## config.mk

```make
export PLATFORM = sky130hd
export DESIGN_NAME = fetch_unit_flat
export DESIGN_NICKNAME = d
export VERILOG_FILES = /design/src/rtl/fetch_unit_pkg.sv /design/src/rtl/fetch_unit_if.sv /design/src/rtl/fetch_unit_next_pc.sv /design/src/rtl/fetch_unit.sv /design/src/flat_wrapper.sv
export SDC_FILE = /design/constraint.sdc
export NUM_CORES = 1
export LEC_CHECK = 0
export CORE_MARGIN = 4
export CORE_UTILIZATION = 40
export DETAILED_ROUTE_END_ITERATION = 7
export PLACE_DENSITY = 0.67
export SYNTH_ARGS = -nofsm -noshare
export SYNTH_HDL_FRONTEND = slang
export SYNTH_HIERARCHICAL = 1
export SYNTH_SLANG_ARGS = --single-unit
```

## constraint.sdc

```tcl
create_clock -name clk -period 5.91 [get_ports clk]
set_input_delay 0.8865 -clock clk [delete_from_list [all_inputs] [get_ports clk]]
set_output_delay 0.8865 -clock clk [all_outputs]
set_load 0.02 [all_outputs]
```

## src/rtl/fetch_unit_pkg.sv

```systemverilog
// Shared definitions for the instruction fetch stage: opcode constants seen
// by control, the fetch state encoding and the branch offset helper.
package cpu_pkg;

  localparam logic [5:0] OP_RTYPE = 6'b101111;
  localparam logic [5:0] OP_LW    = 6'b110000;
  localparam logic [5:0] OP_SW    = 6'b110001;
  localparam logic [5:0] OP_BEQ   = 6'b110010;
  localparam logic [5:0] OP_BLT   = 6'b110011;
  localparam logic [5:0] OP_SUBI  = 6'b110100;
  localparam logic [5:0] OP_ADDI  = 6'b110101;
  localparam logic [5:0] OP_BEQI  = 6'b110110;
  localparam logic [5:0] OP_J     = 6'b110111;
  localparam logic [5:0] OP_HALT  = 6'b111111;

  typedef enum logic [1:0] {
    ST_IDLE  = 2'd0,
    ST_FETCH = 2'd1,
    ST_EXEC  = 2'd2,
    ST_HALT  = 2'd3
  } fetch_state_e;

  // Word-aligned byte offset of a 16-bit signed branch immediate.
  function automatic logic [31:0] sext_imm_x4(input logic [15:0] imm);
    return {{14{imm[15]}}, imm, 2'b00};
  endfunction

endpackage

```

## src/rtl/fetch_unit_if.sv

```systemverilog
// Instruction memory request/response bus between the fetch stage (master)
// and instruction memory (slave).
interface fetch_unit_if;

  logic        imem_req;
  logic [31:0] imem_addr;
  logic [31:0] imem_rdata;
  logic        imem_ready;

  modport master (
    output imem_req,
    output imem_addr,
    input  imem_rdata,
    input  imem_ready
  );

  modport slave (
    input  imem_req,
    input  imem_addr,
    output imem_rdata,
    output imem_ready
  );

endinterface

```

## src/rtl/fetch_unit_next_pc.sv

```systemverilog
// Next-PC selection for the fetch stage: jump target, taken branch target
// or the sequential address. Purely combinational.
module next_pc_logic
  import cpu_pkg::*;
(
  input  logic [31:0] pc_plus4,
  input  logic [25:0] instr_field,
  input  logic [5:0]  opcode,
  input  logic        branch,
  input  logic        jump,
  input  logic        alu_zero,
  input  logic        alu_lt,
  output logic [31:0] next_pc
);

  logic        branch_cond;
  logic [31:0] branch_target;
  logic [31:0] jump_target;
  logic [31:0] raw_pc;

  // Pick the flag that decides the branch, then the target with jump first.
  always_comb begin
    branch_cond   = (opcode == OP_BLT) ? alu_lt : alu_zero;
    branch_target = pc_plus4 + sext_imm_x4(instr_field[15:0]);
    jump_target   = {pc_plus4[31:28], instr_field, 2'b00};
    raw_pc        = pc_plus4;
    if (jump) begin
      raw_pc = jump_target;
    end else if (branch && branch_cond) begin
      raw_pc = branch_target;
    end
    next_pc = {raw_pc[31:2], 2'b00};
  end

endmodule

```

## src/rtl/fetch_unit.sv

```systemverilog
// Instruction fetch stage: holds the PC, fetches over the imem handshake,
// keeps the instruction register for control and advances the PC once the
// datapath reports the current instruction done.
module fetch_unit
  import cpu_pkg::*;
#(
  parameter logic [31:0] RESET_PC      = 32'h0000_0000,
  parameter int unsigned FETCH_TIMEOUT = 16
) (
  input  logic                clk,
  input  logic                reset,
  fetch_unit_if.master        imem,
  output logic [31:0]         instr,
  output logic [5:0]          opcode,
  output logic [3:0]          funct,
  output logic                instr_valid,
  output logic [31:0]         pc,
  output logic [31:0]         pc_plus4,
  input  logic                ex_done,
  input  logic                branch,
  input  logic                jump,
  input  logic                alu_zero,
  input  logic                alu_lt,
  output logic                halted,
  output logic                fetch_err,
  output logic [31:0]         retired
);

  localparam logic [31:0] RESET_PC_ALIGNED = {RESET_PC[31:2], 2'b00};
  localparam logic [8:0]  TIMEOUT_LIMIT    = 9'(FETCH_TIMEOUT);

  fetch_state_e state_q, state_d;
  logic [31:0]  pc_q, pc_d;
  logic [31:0]  instr_q, instr_d;
  logic [31:0]  retired_q, retired_d;
  logic         err_q, err_d;
  logic [7:0]   tmo_cnt_q, tmo_cnt_d;
  logic [31:0]  next_pc;

  next_pc_logic u_next_pc (
    .pc_plus4    (pc_plus4),
    .instr_field (instr_q[25:0]),
    .opcode      (instr_q[31:26]),
    .branch      (branch),
    .jump        (jump),
    .alu_zero    (alu_zero),
    .alu_lt      (alu_lt),
    .next_pc     (next_pc)
  );

  // State, PC, instruction register and counters; reset clears everything at once.
  always_ff @(posedge clk or posedge reset) begin
    if (reset) begin
      state_q   <= ST_IDLE;
      pc_q      <= RESET_PC_ALIGNED;
      instr_q   <= 32'h0;
      retired_q <= 32'h0;
      err_q     <= 1'b0;
      tmo_cnt_q <= 8'h0;
    end else begin
      state_q   <= state_d;
      pc_q      <= pc_d;
      instr_q   <= instr_d;
      retired_q <= retired_d;
      err_q     <= err_d;
      tmo_cnt_q <= tmo_cnt_d;
    end
  end

  // Fetch/execute sequencing: latch on ready, time out a silent memory, retire on ex_done.
  always_comb begin
    state_d   = state_q;
    pc_d      = pc_q;
    instr_d   = instr_q;
    retired_d = retired_q;
    err_d     = err_q;
    tmo_cnt_d = tmo_cnt_q;
    case (state_q)
      ST_IDLE: begin
        state_d = ST_FETCH;
      end
      ST_FETCH: begin
        if (imem.imem_ready) begin
          instr_d   = imem.imem_rdata;
          tmo_cnt_d = 8'h0;
          state_d   = ST_EXEC;
        end else if (({1'b0, tmo_cnt_q} + 9'd1) >= TIMEOUT_LIMIT) begin
          err_d     = 1'b1;
          tmo_cnt_d = 8'h0;
          state_d   = ST_HALT;
        end else begin
          tmo_cnt_d = tmo_cnt_q + 8'd1;
        end
      end
      ST_EXEC: begin
        if (ex_done) begin
          retired_d = retired_q + 32'd1;
          if (instr_q[31:26] == OP_HALT) begin
            state_d = ST_HALT;
          end else begin
            pc_d    = next_pc;
            state_d = ST_FETCH;
          end
        end
      end
      ST_HALT: begin
        state_d = ST_HALT;
      end
      default: begin
        state_d = ST_IDLE;
      end
    endcase
  end

  // Outputs decoded straight from the registers so reset drops them asynchronously.
  always_comb begin
    imem.imem_req  = (state_q == ST_FETCH);
    imem.imem_addr = pc_q;
    instr          = instr_q;
    opcode         = instr_q[31:26];
    funct          = instr_q[3:0];
    instr_valid    = (state_q == ST_EXEC);
    pc             = pc_q;
    pc_plus4       = pc_q + 32'd4;
    halted         = (state_q == ST_HALT);
    fetch_err      = err_q;
    retired        = retired_q;
  end

endmodule
```

## src/flat_wrapper.sv

```systemverilog
// flat-port wrapper written by rule: the top's interface ports become plain ports
module fetch_unit_flat import cpu_pkg::*;
#(
  parameter logic [31:0] RESET_PC      = 32'h0000_0000,
  parameter int unsigned FETCH_TIMEOUT = 16
)
  (clk, reset, instr, opcode, funct, instr_valid, pc, pc_plus4, ex_done, branch, jump, alu_zero, alu_lt, halted, fetch_err, retired, imem_imem_req, imem_imem_addr, imem_imem_rdata, imem_imem_ready);
  fetch_unit_if imem_i ();
  input  logic clk;
  input  logic reset;
  output logic [31:0] instr;
  output logic [5:0] opcode;
  output logic [3:0] funct;
  output logic instr_valid;
  output logic [31:0] pc;
  output logic [31:0] pc_plus4;
  input  logic ex_done;
  input  logic branch;
  input  logic jump;
  input  logic alu_zero;
  input  logic alu_lt;
  output logic halted;
  output logic fetch_err;
  output logic [31:0] retired;
  output wire logic [$bits(imem_i.imem_req)-1:0] imem_imem_req;
  output wire logic [$bits(imem_i.imem_addr)-1:0] imem_imem_addr;
  input wire logic [$bits(imem_i.imem_rdata)-1:0] imem_imem_rdata;
  input wire logic [$bits(imem_i.imem_ready)-1:0] imem_imem_ready;
  assign imem_imem_req = imem_i.imem_req;
  assign imem_imem_addr = imem_i.imem_addr;
  assign imem_i.imem_rdata = imem_imem_rdata;
  assign imem_i.imem_ready = imem_imem_ready;
  fetch_unit #(.RESET_PC(RESET_PC), .FETCH_TIMEOUT(FETCH_TIMEOUT)) u_core (.clk(clk), .reset(reset), .imem(imem_i), .instr(instr), .opcode(opcode), .funct(funct), .instr_valid(instr_valid), .pc(pc), .pc_plus4(pc_plus4), .ex_done(ex_done), .branch(branch), .jump(jump), .alu_zero(alu_zero), .alu_lt(alu_lt), .halted(halted), .fetch_err(fetch_err), .retired(retired));
endmodule
```

# [Word level (Yosys, flattened, before mapping)]
# Cells that the tools add are included.
[word_totals] register_bits=105 out_inout_bits=174 wordCells=38 inputBits=40
[classes] n_lt_le_gt_ge=1 eq_ne=7 n_mux=10 n_bitwise=2 reduce_logical=7 n_addsub=5
[ops] cell="2-to-1 mux 32 bit" count=2
[ops] cell="adder 32 x 1 -> 32 bit, second input constant" count=1
[ops] cell="adder 32 x 3 -> 32 bit, second input constant" count=1
[ops] cell="adder 32 bit" count=1
[ops] cell="2-to-1 mux 8 bit" count=2
[ops] cell="equality test 6 bit, second input constant" count=2
[ops] cell="adder 8 x 1 -> 9 bit, second input constant" count=1
[ops] cell=">= comparator 9 x 5 -> 1 bit, second input constant" count=1
[ops] cell="adder 8 x 1 -> 8 bit, second input constant" count=1
[ops] cell="2-to-1 mux 2 bit" count=4
[ops] cell="one-hot mux 2 bit (4 select lines)" count=1
[ops] cell="AND reduction 2 bit" count=3
[ops] cell="AND reduction 3 bit" count=2
[ops] cell="equality test 2 bit, second input constant" count=2
[ops] cell="!= test 3 x 1 -> 1 bit, second input constant" count=1
[ops] cell="equality test 2 x 1 -> 1 bit, second input constant" count=1
[ops] cell="logical NOT 2 bit" count=1
[ops] cell="!= test 2 x 1 -> 1 bit, second input constant" count=1
[ops] cell="inverter 1 bit" count=2
[ops] cell="logical AND 1 bit" count=1
[ops] cell="2-to-1 mux 1 bit" count=1

# [Longest topological paths before layout]
[logic_depth] depth_word=5 ltp_mapped=16 ltp_nobuf=14

# [Modules after synthesis]
# Netlist, hierarchy kept.
[by_module_without_submodules] mod="fetch_unit" cells_per_inst=437 seq_area_each_um2=2677.6 instances=1 area_each_um2=5288.8
[by_module_without_submodules] mod="next_pc_logic" cells_per_inst=340 seq_area_each_um2=0.0 instances=1 area_each_um2=2262.2

# [Least setup slack after synthesis]
# OpenSTA, ideal clock, no wires.
[synth_path] kind="register to register" from="register u_core.pc_q[4], in the netlist u_core/imem.imem_addr[4]" to="register u_core.pc_q[27], in the netlist u_core/imem.imem_addr[27]" slack_ps=2096 period_less_slack_ps=3814 setup_time_ps=125 arrival_time_ps=3689 required_time_ps=5785 path_stages_with_launch=15 path_buffers=0 path_cell_list="dfrtp_1 and3_4 and4_1 nand4_1 xnor2_1 ha_1 a21o_1 a21o_1 a221oi_2 a21boi_4 o21ai_4 nand2_2 mux2i_1 a221o_1 mux2_2"
[synth_between] elab_chain_cells=4
[synth_lines] item="start, declared" line_no="fetch_unit.sv:33" text="logic [31:0] pc_q, pc_d;"
[synth_lines] item="start signal, assigned" line_no="fetch_unit.sv:62" text="pc_q <= pc_d;"
[synth_lines] item="adder 32 x 3 -> 32 bit" line_no="fetch_unit.sv:124" text="pc_plus4 = pc_q + 32'd4;"
[synth_lines] item="net pc_plus4[12]" line_no="flat_wrapper.sv:16" text="output logic [31:0] pc_plus4;"
[synth_lines] item="adder 32 bit" line_no="fetch_unit_next_pc.sv:24" text="branch_target = pc_plus4 + sext_imm_x4(instr_field[15:0]);"
[synth_lines] item="2-to-1 mux 32 bit" line_no="fetch_unit_next_pc.sv:29" text="end else if (branch && branch_cond) begin"
[synth_lines] item="2-to-1 mux 32 bit" line_no="fetch_unit_next_pc.sv:27" text="if (jump) begin"
[synth_lines] item="net u_core.next_pc[27]" line_no="fetch_unit.sv:38" text="logic [31:0] next_pc;"
# The timed path passes the listed nets, and every way through them passes these cells.
# A chain may end at the register's enable or synchronous reset.

# [Worst setup path after layout]
[layout_path] from="register u_core.pc_q[9], in the netlist u_core/imem.imem_addr[9]" to="output pc_plus4[29]"
[layout_between] elab_chain_cells=1
[layout_lines] item="adder 32 x 3 -> 32 bit" line_no="fetch_unit.sv:124"
[layout_lines] item="end, declared" line_no="flat_wrapper.sv:16"
# Every way passes these cells.

==> results.yml <==
outcome:
  outcome: "complete, no violations"
clock_network:
  cts.sinks: 107
  cts_tree: "done"
  cts-root-buf: "clkbuf_16"
  cts_setup_buffers: 0
  cts_buffer_depth: 2
  worstSkewPairLatency_ns: 0.37
  cts_resized: 0
  clk_pin_slew_worst_paths_ns: 0.09
  cts_buffers: 9
  cts_hold_buffers: 0
  htreeDepth: 3
floorplanning:
  die_h_um: 145
  start_util_pct: 41.3
  io_pins: 214
  coreArea_sq_mm: 0.0183
  row_count: 49
  dieArea_sq_mm: 0.0211
  die_w_um: 145
worst_setup_path:
  cp.arrival_ns: 3.07
  r2r-end: "u_core/imem.imem_addr[27]"
  r2r_setup_slack_ns: 2.02
  critPathLaunchType: "register"
  critical_path_required_ns: 5.02
  crit_type: "register to output port"
  reg2reg_depth: 13
  timing.rr.start: "u_core/imem.imem_addr[2]"
  crit_path_end_kind: "output port"
  crit_fanout: 12
placement:
  portBuffers: 213
  gp_congestion: 0.900
  placedCellCount: 1152
  place_area_sq_mm: 0.00955
  post-dp-hpwl_mm: 16.0
  place_ws_ns: 2.04
yosys:
  seq_area_frac_synth_pct: 35.5
  synth-main-ff-cell: "dfrtp_1"
  synth_edf_count: 0
  ys_ff_latch: 107
  yosys.area.top_type_share_pct: 35.5
  syn_inst: 777
  yosysTopAreaCell: "dfrtp_1"
  yosys_warnings: 6
  post_synth.cell_area_avg_sq_um: 9.72
  async_flop_share_pct: 100
  synth.distinct_cells: 76
  synthTopCellsByArea: "dfrtp_1 (35%), mux2_2 (9.7%), xnor2_1 (5.9%)"
  syn-cell-area_sq_mm: 0.00755
final_layout:
  instances_no_fill: 1168
  area_growth_pct: 30.5
  design_area_sq_mm: 0.00985
  num_antenna_cells: 0
  finalNetCount: 1008
  drive_gt1_share_pct: 12.6
detailed_routing:
  wl_per_cell_um: 18.1
  first_iter_violations: 268
  totalWireLength_mm: 21.2
  drt_pass1_iterations: 5
  drc_errors: 0
  vias_per_cell: 5.53
  antenna_left: 0
  num_vias: 6462
grt:
  grt_pass1_vias: 6380
  grt_remaining_overflow: 0
  grt_use_total_pct: 19.9
  grt_max_degree: 77
  grt_pass1_wl_mm: 34.8
  antenna_found_initial: 1
power_and_ir_drop:
  p_per_area_mw_per_mm2: 471
  power.leakage_nw: 4.26
  peakVddDrop_mv: 0.285
timing:
  fin_ws_ns: 1.96
  tightestPinTransition_ns: 0.969
  hold_viol_final: 0
  maxSlewViolCount: 0
  rsz0062_at_grt: "false"
  period_needed_ns: 3.95
  final.setup.tns_ns: 0
  clock_skew_ns: 0.0126
  timing.fmax_mhz: 253
  setup_viol: 0
  maxSlewHeadroom_pct: 35.4
  fin_crit_sh_pct: 66.9
hold_path:
  whs_endpoint: "u_core/retired[31]"
  worstHoldStart: "u_core/retired[31]"
  whs_path_depth: 1
  hold_class: "register to register"
job:
  cap_viol_max_count: 0
==> cells in the mapped netlist, drive strengths merged (5+ instances only) <==
cell type and instances:
a21o 15, a21oi 51, and2 11, and3 10
and4 13, buf 59, clkbuf 14, dfrtp 107
ha 33, inv 20, mux2 65, mux2i 10
nand2 65, nand2b 6, nand3 28, nand4 31
nor2 23, nor3 9, nor4 15, o21a 5
o21ai 40, o21bai 8, or3 5, or4 5
xnor2 51, xor2 27
==> critical path: stages, from the launching register on <==
cell and delay, ns:
dfrtp_1 0.49, and4_1 0.31, nand3_2 0.25, or4_1 0.61, xnor2_1 0.36, clkdlybuf4s50_1 0.68
==> cell type report <==
class | instances | area (sq um)
inverter | 20 | 77.6
clock buffer | 9 | 225
timing repair buffer | 218 | 2160
multi-input combinational | 578 | 4340
tap | 229 | 287
clock inverter | 7 | 81.3
sequential | 107 | 2680
fill | 1668 | 8420
==> metal layers <==
metal,track usage [%],vias up,part of all wire [%]
li1,-,3101,-
met1,26.0,3120,44
met2,32.8,220,48
met3,5.64,19,6.6
met4,4.56,2,1.4
met5,0,-,0.038
==> state kept, by name (all words and copies together) (netlist names) <==
signal	flops
u_core/instr	32
u_core/fetch_err	1
u_core/retired	32
u_core/imem.imem_addr	32
u_core/tmo_cnt_q	8
u_core/state_q	2
==> logic make-up after synthesis <==
group,count (synthesis),synth area share [%]
AO/OA/AOI/OAI,154,13.2
XOR/XNOR,78,9.05
adder cells (fa/ha/maj),34,5.73
buffers and inverters,93,7.21
flip-flops,107,35.5
multiplexers,75,11.0
other,1,0.0497
AND/OR/NAND/NOR,235,18.3
==> metrics by stage <==
stage / hold slack (ns) / utilization (%) / total power [W]
finish: 0.475 / 53.9 / 0.00464
global placement: 0.449 / 52.2 / 0.00401
CTS: 0.481 / 53.9 / 0.00468
global route: 0.495 / 53.9 / 0.00496
floorplan: 0.444 / - / 0.00302
detailed placement: 0.462 / 52.2 / 0.00402
==> worst max path at each step <==
stage,start,endpoint,slack [ns],cells after the start
CTS,u_core/imem.imem_addr[9],pc_plus4[29],1.92,5
floorplan,u_core/imem.imem_addr[4],u_core/imem.imem_addr[27],2.10,14
detailed placement,u_core/imem.imem_addr[2],u_core/imem.imem_addr[27],2.04,13
finish,u_core/imem.imem_addr[9],pc_plus4[29],1.96,5
global route,u_core/imem.imem_addr[2],u_core/imem.imem_addr[21],1.74,14
global placement,u_core/imem.imem_addr[2],u_core/imem.imem_addr[27],2.13,13
==> where the power goes <==
part	leakage (nW)	total (W)	switching, W	internal [W]
clock network	0.143	0.000628	0.000325	0.000303
registers	1.40	0.00123	0.000307	0.000919
logic	2.72	0.00279	0.00149	0.00130
total	4.26	0.00464	0.00212	0.00252
==> placed cells by master (no fill, tap or decap), types with 4 or more instances in the layout <==
cell type	synthesis	routed
clkbuf_16	0	9
a41oi_1	4	4
nor4_1	11	11
xnor2_1	51	51
ha_1	33	33
nand2_1	63	62
and4_1	13	13
dfrtp_1	107	107
inv_1	20	19
o21ai_0	29	29
mux2_2	65	65
nand3_1	27	27
a21oi_1	50	50
mux2i_1	10	10
nand4_1	28	28
and3_1	9	9
xor2_1	27	27
a21o_1	15	15
and2_1	10	10
nor3_1	8	8
clkdlybuf4s50_1	0	212
o21ai_1	9	8
o21bai_1	8	8
nor2_1	21	21
or3_1	5	5
nand2b_1	6	6
nor3b_1	4	4
buf_4	46	5
o21a_1	5	5
Power figures use the tool's default switching activity.
